File: config.mk
export PLATFORM = sky130hd
export DESIGN_NAME = mem_arbiter
export DESIGN_NICKNAME = d
export VERILOG_FILES = /design/src/rtl/cpu_types_pkg.sv /design/src/rtl/arb_wait_timer.sv /design/src/rtl/mem_arbiter.sv
export SDC_FILE = /design/constraint.sdc
export NUM_CORES = 1
export LEC_CHECK = 0
export BUFFER_PORTS_ARGS = -buffer_cell sky130_fd_sc_hd__buf_4
export CAP_MARGIN = 20
export CORE_MARGIN = 1.5
export CORE_UTILIZATION = 25
export DETAILED_ROUTE_END_ITERATION = 6
export SLEW_MARGIN = 10
export SYNTH_ARGS = -nofsm -noshare
export SYNTH_HDL_FRONTEND = slang
export SYNTH_SLANG_ARGS = --single-unit
File: constraint.sdc
create_clock -name CLK -period 3.2 [get_ports CLK]
set_clock_uncertainty 0.05 [all_clocks]
set_input_delay 0.96 -clock CLK [delete_from_list [all_inputs] [get_ports CLK]]
set_output_delay 0.96 -clock CLK [all_outputs]
set_load 0.02 [all_outputs]
File: src/rtl/cpu_types_pkg.sv
// ============================================================================
// cpu_types_pkg: shared CPU word, RAM handshake and arbiter state types
// Revision: 1.0
// ============================================================================
`default_nettype none

package cpu_types_pkg;

  typedef logic [31:0] word_t;

  typedef enum logic [1:0] {
    FREE   = 2'd0,
    BUSY   = 2'd1,
    ACCESS = 2'd2,
    ERROR  = 2'd3
  } ramstate_t;

  typedef enum logic [1:0] {
    IDLE   = 2'd0,
    IGRANT = 2'd1,
    DGRANT = 2'd2,
    DONE   = 2'd3
  } arb_state_t;

endpackage

`default_nettype wire

File: src/rtl/arb_wait_timer.sv
// ============================================================================
// arb_wait_timer: saturating grant wait counter with clear and TIMEOUT compare
// Revision: 1.0
// ============================================================================
`default_nettype none

module arb_wait_timer #(
  parameter int TIMEOUT = 16
) (
  input  logic CLK,
  input  logic RST,
  input  logic clr_i,
  input  logic inc_i,
  output logic expired_o
);

  localparam int CW = $clog2(TIMEOUT + 1);
  localparam logic [CW-1:0] SAT  = CW'(TIMEOUT);
  localparam logic [CW-1:0] LAST = CW'(TIMEOUT - 1);

  logic [CW-1:0] count_q, count_d;

  always_comb begin
    count_d = count_q;
    if (clr_i) begin
      count_d = '0;
    end else if (inc_i && (count_q != SAT)) begin
      count_d = count_q + CW'(1);
    end
  end

  always_ff @(posedge CLK) begin
    if (RST) begin
      count_q <= '0;
    end else begin
      count_q <= count_d;
    end
  end

  // Fires on the cycle whose edge completes the TIMEOUT-th wait cycle.
  assign expired_o = inc_i && (count_q >= LAST);

endmodule

`default_nettype wire

File: src/rtl/mem_arbiter.sv
// ============================================================================
// mem_arbiter: single-port RAM arbiter between instruction fetch and data access
// Revision: 1.0
// ============================================================================
`default_nettype none

module mem_arbiter
  import cpu_types_pkg::*;
#(
  parameter int TIMEOUT     = 16,
  parameter int MAX_DSTREAK = 4
) (
  input  logic      CLK,
  input  logic      RST,
  input  logic      iREN,
  input  word_t     iaddr,
  output logic      ihit,
  output word_t     iload,
  input  logic      dREN,
  input  logic      dWEN,
  input  word_t     daddr,
  input  word_t     dstore,
  output logic      dhit,
  output word_t     dload,
  output logic      ramREN,
  output logic      ramWEN,
  output word_t     ramaddr,
  output word_t     ramstore,
  input  word_t     ramload,
  input  ramstate_t ramstate,
  output logic      memerr
);

  localparam int SW = $clog2(MAX_DSTREAK + 1);
  localparam logic [SW-1:0] STREAK_MAX = SW'(MAX_DSTREAK);

  arb_state_t    state_q, state_d;
  word_t         addr_q, addr_d, store_q, store_d;
  word_t         iload_q, iload_d, dload_q, dload_d;
  logic          wen_q, wen_d, ihit_q, ihit_d, dhit_q, dhit_d;
  logic          memerr_q, memerr_d;
  logic [SW-1:0] dstreak_q, dstreak_d;
  logic          in_grant, dreq, wait_clr, wait_inc, wait_expired;

  assign in_grant = (state_q == IGRANT) || (state_q == DGRANT);
  assign dreq     = dREN | dWEN;
  assign wait_inc = in_grant && (ramstate != ACCESS);

  arb_wait_timer #(
    .TIMEOUT (TIMEOUT)
  ) u_wait_timer (
    .CLK       (CLK),
    .RST       (RST),
    .clr_i     (wait_clr),
    .inc_i     (wait_inc),
    .expired_o (wait_expired)
  );

  always_comb begin
    state_d   = state_q;
    addr_d    = addr_q;
    store_d   = store_q;
    wen_d     = wen_q;
    iload_d   = iload_q;
    dload_d   = dload_q;
    memerr_d  = memerr_q;
    dstreak_d = dstreak_q;
    ihit_d    = 1'b0;
    dhit_d    = 1'b0;
    wait_clr  = 1'b0;
    case (state_q)
      IDLE: begin
        if (dreq || iREN) begin
          wait_clr = 1'b1;
          if (dreq && !(iREN && (dstreak_q == STREAK_MAX))) begin
            state_d   = DGRANT;
            addr_d    = daddr;
            store_d   = dstore;
            wen_d     = dWEN;
            dstreak_d = iREN ? dstreak_q + SW'(1) : '0;
          end else begin
            state_d   = IGRANT;
            addr_d    = iaddr;
            store_d   = '0;
            wen_d     = 1'b0;
            dstreak_d = '0;
          end
        end
      end
      IGRANT, DGRANT: begin
        if ((ramstate == ACCESS) || (ramstate == ERROR) || wait_expired) begin
          state_d = DONE;
          ihit_d  = (state_q == IGRANT);
          dhit_d  = (state_q == DGRANT);
          // An aborted write leaves dload alone, like a completed one.
          if (state_q == IGRANT) begin
            iload_d = (ramstate == ACCESS) ? ramload : '0;
          end else if (!wen_q) begin
            dload_d = (ramstate == ACCESS) ? ramload : '0;
          end
          if (ramstate != ACCESS) begin
            memerr_d = 1'b1;
          end
        end
      end
      DONE: begin
        state_d = IDLE;
      end
      default: begin
        state_d = IDLE;
      end
    endcase
  end

  always_ff @(posedge CLK) begin
    if (RST) begin
      state_q   <= IDLE;
      addr_q    <= '0;
      store_q   <= '0;
      wen_q     <= 1'b0;
      iload_q   <= '0;
      dload_q   <= '0;
      ihit_q    <= 1'b0;
      dhit_q    <= 1'b0;
      memerr_q  <= 1'b0;
      dstreak_q <= '0;
    end else begin
      state_q   <= state_d;
      addr_q    <= addr_d;
      store_q   <= store_d;
      wen_q     <= wen_d;
      iload_q   <= iload_d;
      dload_q   <= dload_d;
      ihit_q    <= ihit_d;
      dhit_q    <= dhit_d;
      memerr_q  <= memerr_d;
      dstreak_q <= dstreak_d;
    end
  end

  // RAM side sees only the latched request, never the live requester inputs.
  assign ramREN   = in_grant & ~wen_q;
  assign ramWEN   = in_grant & wen_q;
  assign ramaddr  = addr_q;
  assign ramstore = store_q;
  assign ihit     = ihit_q;
  assign dhit     = dhit_q;
  assign iload    = iload_q;
  assign dload    = dload_q;
  assign memerr   = memerr_q;

endmodule

`default_nettype wire

After elaboration in Yosys (flattened, before gate mapping)
Index checks and enable logic that the tools add are counted.

$add $sub $neg: 2. Order comparisons: 1. Equality and inequality tests: 10. Multiplexer cells: 12. Bitwise logic cells: 7. Reductions and logical operators: 19.

Operator list (number): $mux W32 (3); $eq A2 B2 Y1 const B (4); $mux W2 (3); $mux W3 (2); $ne A2 B2 Y1 const B (3); $pmux W2 S3 (1); $reduce_and A3 Y1 (2); $add A5 B1 Y5 const B (1); $ge A5 B4 Y1 const B (1); $logic_and A1 B1 Y1 (5); $ne A5 B5 Y1 const B (1); $logic_or A1 B1 Y1 (4); $not A1 Y1 (4); $reduce_and A2 Y1 (2); $reduce_and A4 Y1 (1); $reduce_or A2 Y1 (2); $add A3 B1 Y3 const B (1); $eq A3 B3 Y1 const B (1); $mux W1 (3); $reduce_or A3 Y1 (1); $and A1 B1 Y1 (2); $eq A2 B1 Y1 const B (1); $logic_not A2 Y1 (1); $logic_not A1 Y1 (1); $or A1 B1 Y1 (1).

Register bits after elaboration: 142. Bits of input ports: 135. Output and inout bits: 133. Word-level logic and storage cells: 62.

Longest topological paths before layout
Depth in word-level cells: 7. Gate-level depth with buffers: 8. Depth with buffers taken out: 7.

By module
From an unflattened synthesis, not the netlist that was laid out.

Cells, all modules: 721. Area, all modules: 6154.7 sq um.

By module, submodules not included: mem_arbiter (instances 1, cells an instance 688, area each 5843.1 sq um, sequential area each 2742.6 sq um); arb_wait_timer (instances 1, cells an instance 33, area each 311.5 sq um, sequential area each 100.1 sq um).

Least setup slack after synthesis
OpenSTA, ideal clock, no wires.

Path kind: input to register. Start point: input port dWEN. End point: register store_q[10], in the netlist ramstore[10]. Library setup time: 60 ps. Arrival time: 2105 ps. Required time: 3090 ps. Setup slack: 985 ps. Stages on the path: 7. Path buffers: 3. Cells stage by stage: or2_1 -> clkbuf_2 -> o21a_1 -> clkbuf_1 -> nor2_2 -> buf_2 -> a22o_1.

Longest elaborated chain between the ends: 3. Elaborated cells on any way between the ends: 5. Those cells by class: 1 x mux; 1 x bitwise; 3 x reduce/logical.

RTL lines: start: declaration (RTL line mem_arbiter.sv:20) `input logic dWEN,`; $or A1 B1 Y1 * (RTL line mem_arbiter.sv:46) `assign dreq = dREN | dWEN;`; $logic_and A1 B1 Y1 or $logic_or A1 B1 Y1 (tied branches) (RTL line mem_arbiter.sv:75, mem_arbiter.sv:73); $mux W32 or $reduce_and A2 Y1 (tied branches); end signal: assignment (RTL line mem_arbiter.sv:130) `store_q <= store_d;`; end: declaration (RTL line mem_arbiter.sv:38) `word_t addr_q, addr_d, store_q, store_d;`.

Every way passes the cells marked *; elsewhere a longest branch is shown, timed or not. A chain may end at the register's enable or synchronous reset.

Final worst setup path
Start point: register state_q[0]. End point: output port ramREN.

Longest elaborated chain between the ends: 3. Elaborated cells on any way between the ends: 4. Those cells by class: 2 x eq/ne; 1 x bitwise; 1 x reduce/logical.

RTL lines: start: declaration (RTL line mem_arbiter.sv:37) `arb_state_t state_q, state_d;`; start signal: assignment (RTL line mem_arbiter.sv:128) `state_q <= state_d;`; $eq A2 B1 Y1 or $eq A2 B2 Y1 (tied branches) (RTL line mem_arbiter.sv:45) `assign in_grant = (state_q == IGRANT) || (state_q == DGRANT);`; $logic_or A1 B1 Y1 * (RTL line mem_arbiter.sv:45); $and A1 B1 Y1 * (RTL line mem_arbiter.sv:142) `assign ramREN = in_grant & ~wen_q;`; end: declaration (RTL line mem_arbiter.sv:25) `output logic ramREN,`.

Marks and branches as above.

==> out/qor.txt <==
DRT Wirelength -> 17.2 mm
Synth Warn # -> 0
sequential share of the synthesized area -> 0.508
crit start category -> flop
RR Startpoint -> u_wait_timer.count_q[0]
status -> completed
VDD IR max -> 0.348 mV
CP max-delay cell -> ha_1
clock sink total -> 142
Clock Tree Buf Depth -> 2
post-CTS sizing -> 0
Avg Vias per Cell -> 4.58
Final Hold Fails -> 0
Vias -> 5,336
largest net degree at the start of global routing -> 65
Synth top area share -> 0.508
Slew HR -> 0.605
worst setup path startpoint -> state_q[0]
Worst Path Arrival -> 1.73 ns
number of H-tree levels -> 4
Worst Path Buf+Inv -> 3
commonest non-fill, non-tap cell in the layout -> buf_4
clock-pin slew on the worst setup and hold paths -> 0.07 ns
Post-DRT Antenna Nets -> 0
Slew Viols, Final -> 0
syn_nets -> 771
GP Congestion -> 0.724
Pwr Total -> 0.00665 W
Max-Cap Viols -> 0
CP Max Fanout -> 10
vias in the first global route -> 5,125
initial antenna violation count -> 0
FF+latch area -> 2840 um2
most frequent cells in the layout -> buf_4, dfxtp_1, nand2b_1, nand3_1, o21ai_0
Core ar. -> 21,900 um2
first-iteration detailed-routing DRC count -> 253
io pins -> 268
fin nets -> 1,017
crit path capture type -> output port
Cell Chain, Critical Path -> inv_1 > ha_1 > inv_1 > nor2_1 > buf_4
TritonCTS clock tree -> built
CTS Root Cell -> clkbuf_16
DR DRC count -> 0
FMAX -> 365 MHz
Final Non-Filler Cells -> 1,166
First-pass DRT Iterations -> 4
PortBufs -> 267
post-synthesis cell type count -> 38
# fillers -> 2,254
post-CTS setup buffers -> 0
fin crit share -> 0.855
dpl cells -> 1,134
fraction of layout cells with a size suffix above 1 -> 0.361
synth top area cells -> dfxtp_1, nand2b_1, nand3_1
flip-flop and latch count after synthesis -> 142
GRT Overall Usage -> 0.143
chip height -> 153 um
dominant cell type by area after synthesis -> dfxtp_1
Fin Setup TNS -> 0 ns
cell mode on critical path -> inv_1
Critical Path RT -> 2.19 ns
global-route wire length before repair -> 27.0 mm
Leak -> 3.68 nW
Post-Layout Inst Area -> 8450 um2
delay-heaviest family, CP -> adder cells
Hold Crit Class -> flop to flop
post-DR wirelength/cell -> 14.7 um
CTS buffer count -> 17
diode count -> 0
setup violators final -> 0
Syn Area/Cell -> 8.93 um2
DP Area -> 7880 um2
CP peak stage delay -> 0.46 ns
DP HPWL -> 12.0 mm
Die X -> 153 um
Area Growth Syn to Fin -> 50.9%
Setup CP Type -> flop to output port
Post-Synthesis Cells -> 627
PD cells -> 788 nW/um2
RSZ-0062 raised after global routing -> false
CTS Hold Buffers Added -> 0
Synth Cell Area -> 5600 um2
min Tclk post-route -> 2.74 ns
Initial Utilization -> 0.256
Skew-Pair Late Insertion Delay -> 0.41 ns
area of the multi-input gates -> 2500 um2
Least-Margin Pin Slew -> 0.593 ns
GRT overflow -> 0
worst hold path startpoint -> dload[27]
row cnt -> 54
die area -> 23,300 um2
-- final cells by class --
type / instances / area share
sequential: 142 / 0.337
multi-input combinational: 423 / 0.296
timing repair buffer: 281 / 0.256
clock buffer: 18 / 0.0520
tap: 280 / 0.0415
clock inverter: 14 / 0.0148
inverter: 8 / 0.00356
-- synth_stat cells (all sizes together) --
master and n:
o21ai 66, mux2i 3, nand2b 67, nand4 3, a2111oi 1, nand3 67
xnor2 1, inv 8, nor3 2, or2 1, nand2 40, and3 2
nor3b 3, buf 19, clkbuf 35, a311oi 2, and2 3, a211oi 33
o311a 1, nor4b 1, xor2 1, a31oi 3, a41oi 1, nor2 43
ha 9, dfxtp 142, a22o 32, a21oi 37, o21a 1
-- per-stage QoR --
stage / util / hold slack, ns / setup WS [ns]
final: 0.386 / 0.414 / 0.463
after global routing: 0.386 / 0.435 / 0.341
after CTS: 0.386 / 0.422 / 0.416
after detailed placement: 0.360 / 0.409 / 0.635
after global placement: 0.360 / 0.404 / 0.664
after floorplan: - / 0.399 / 0.985
-- cell families (layout without fill, tap and decap cells) --
logic type                 count (synthesis)  after routing  synth area share
xor gates and xnor gates                   2              2           0.00313
AOI/OAI and AO/OA                        177            177             0.203
muxes                                      3              3           0.00537
and+or+nand+nor                          232            232             0.210
adders and majority gates                  9              9            0.0201
DFF                                      142            142             0.508
buffers and inverters                     62            321            0.0499
-- power breakdown --
| part | internal, W | switching (W) |
|---|---|---|
| clock network | 0.00104 | 0.000860 |
| logic | 0.00102 | 0.00144 |
| registers | 0.00210 | 0.000192 |
-- routing by layer --
layer  vias to the layer above  share of wire  global-route usage
met5                         -              0                   0
met4                         0          0.010              0.0453
met3                        13          0.071              0.0452
met2                       172           0.48               0.241
met1                      2468           0.44               0.173
li1                       2683              -                   -
-- flip-flops by register name (all words and copies together) (netlist names) --
name and flops:
dhit 1, state_q 2, iload 32, dload 32, memerr 1, dstreak_q 3
wen_q 1, ramstore 32, ramaddr 32, u_wait_timer.count_q 5, ihit 1
-- worst reg2reg max path: cells and delay by family, from the launching register on --
kind / cells / cell delay [ns]
AO/OA/AOI/OAI: 2 / 0.49
adder cells (fa/ha/maj): 2 / 0.36
buffers and inverters: 2 / 0.45
flip-flops: 1 / 0.43
AND/OR/NAND/NOR: 3 / 0.36
-- final timing paths --
path / cells after the start / slack [ns] / endpoint
min: 2 / 0.41 / dload[27]
min reg2reg: 2 / 0.41 / dload[27]
max: 5 / 0.46 / ramREN
max reg2reg: 9 / 0.99 / dload[11]
No activity file was read; power rests on OpenSTA's default activity.
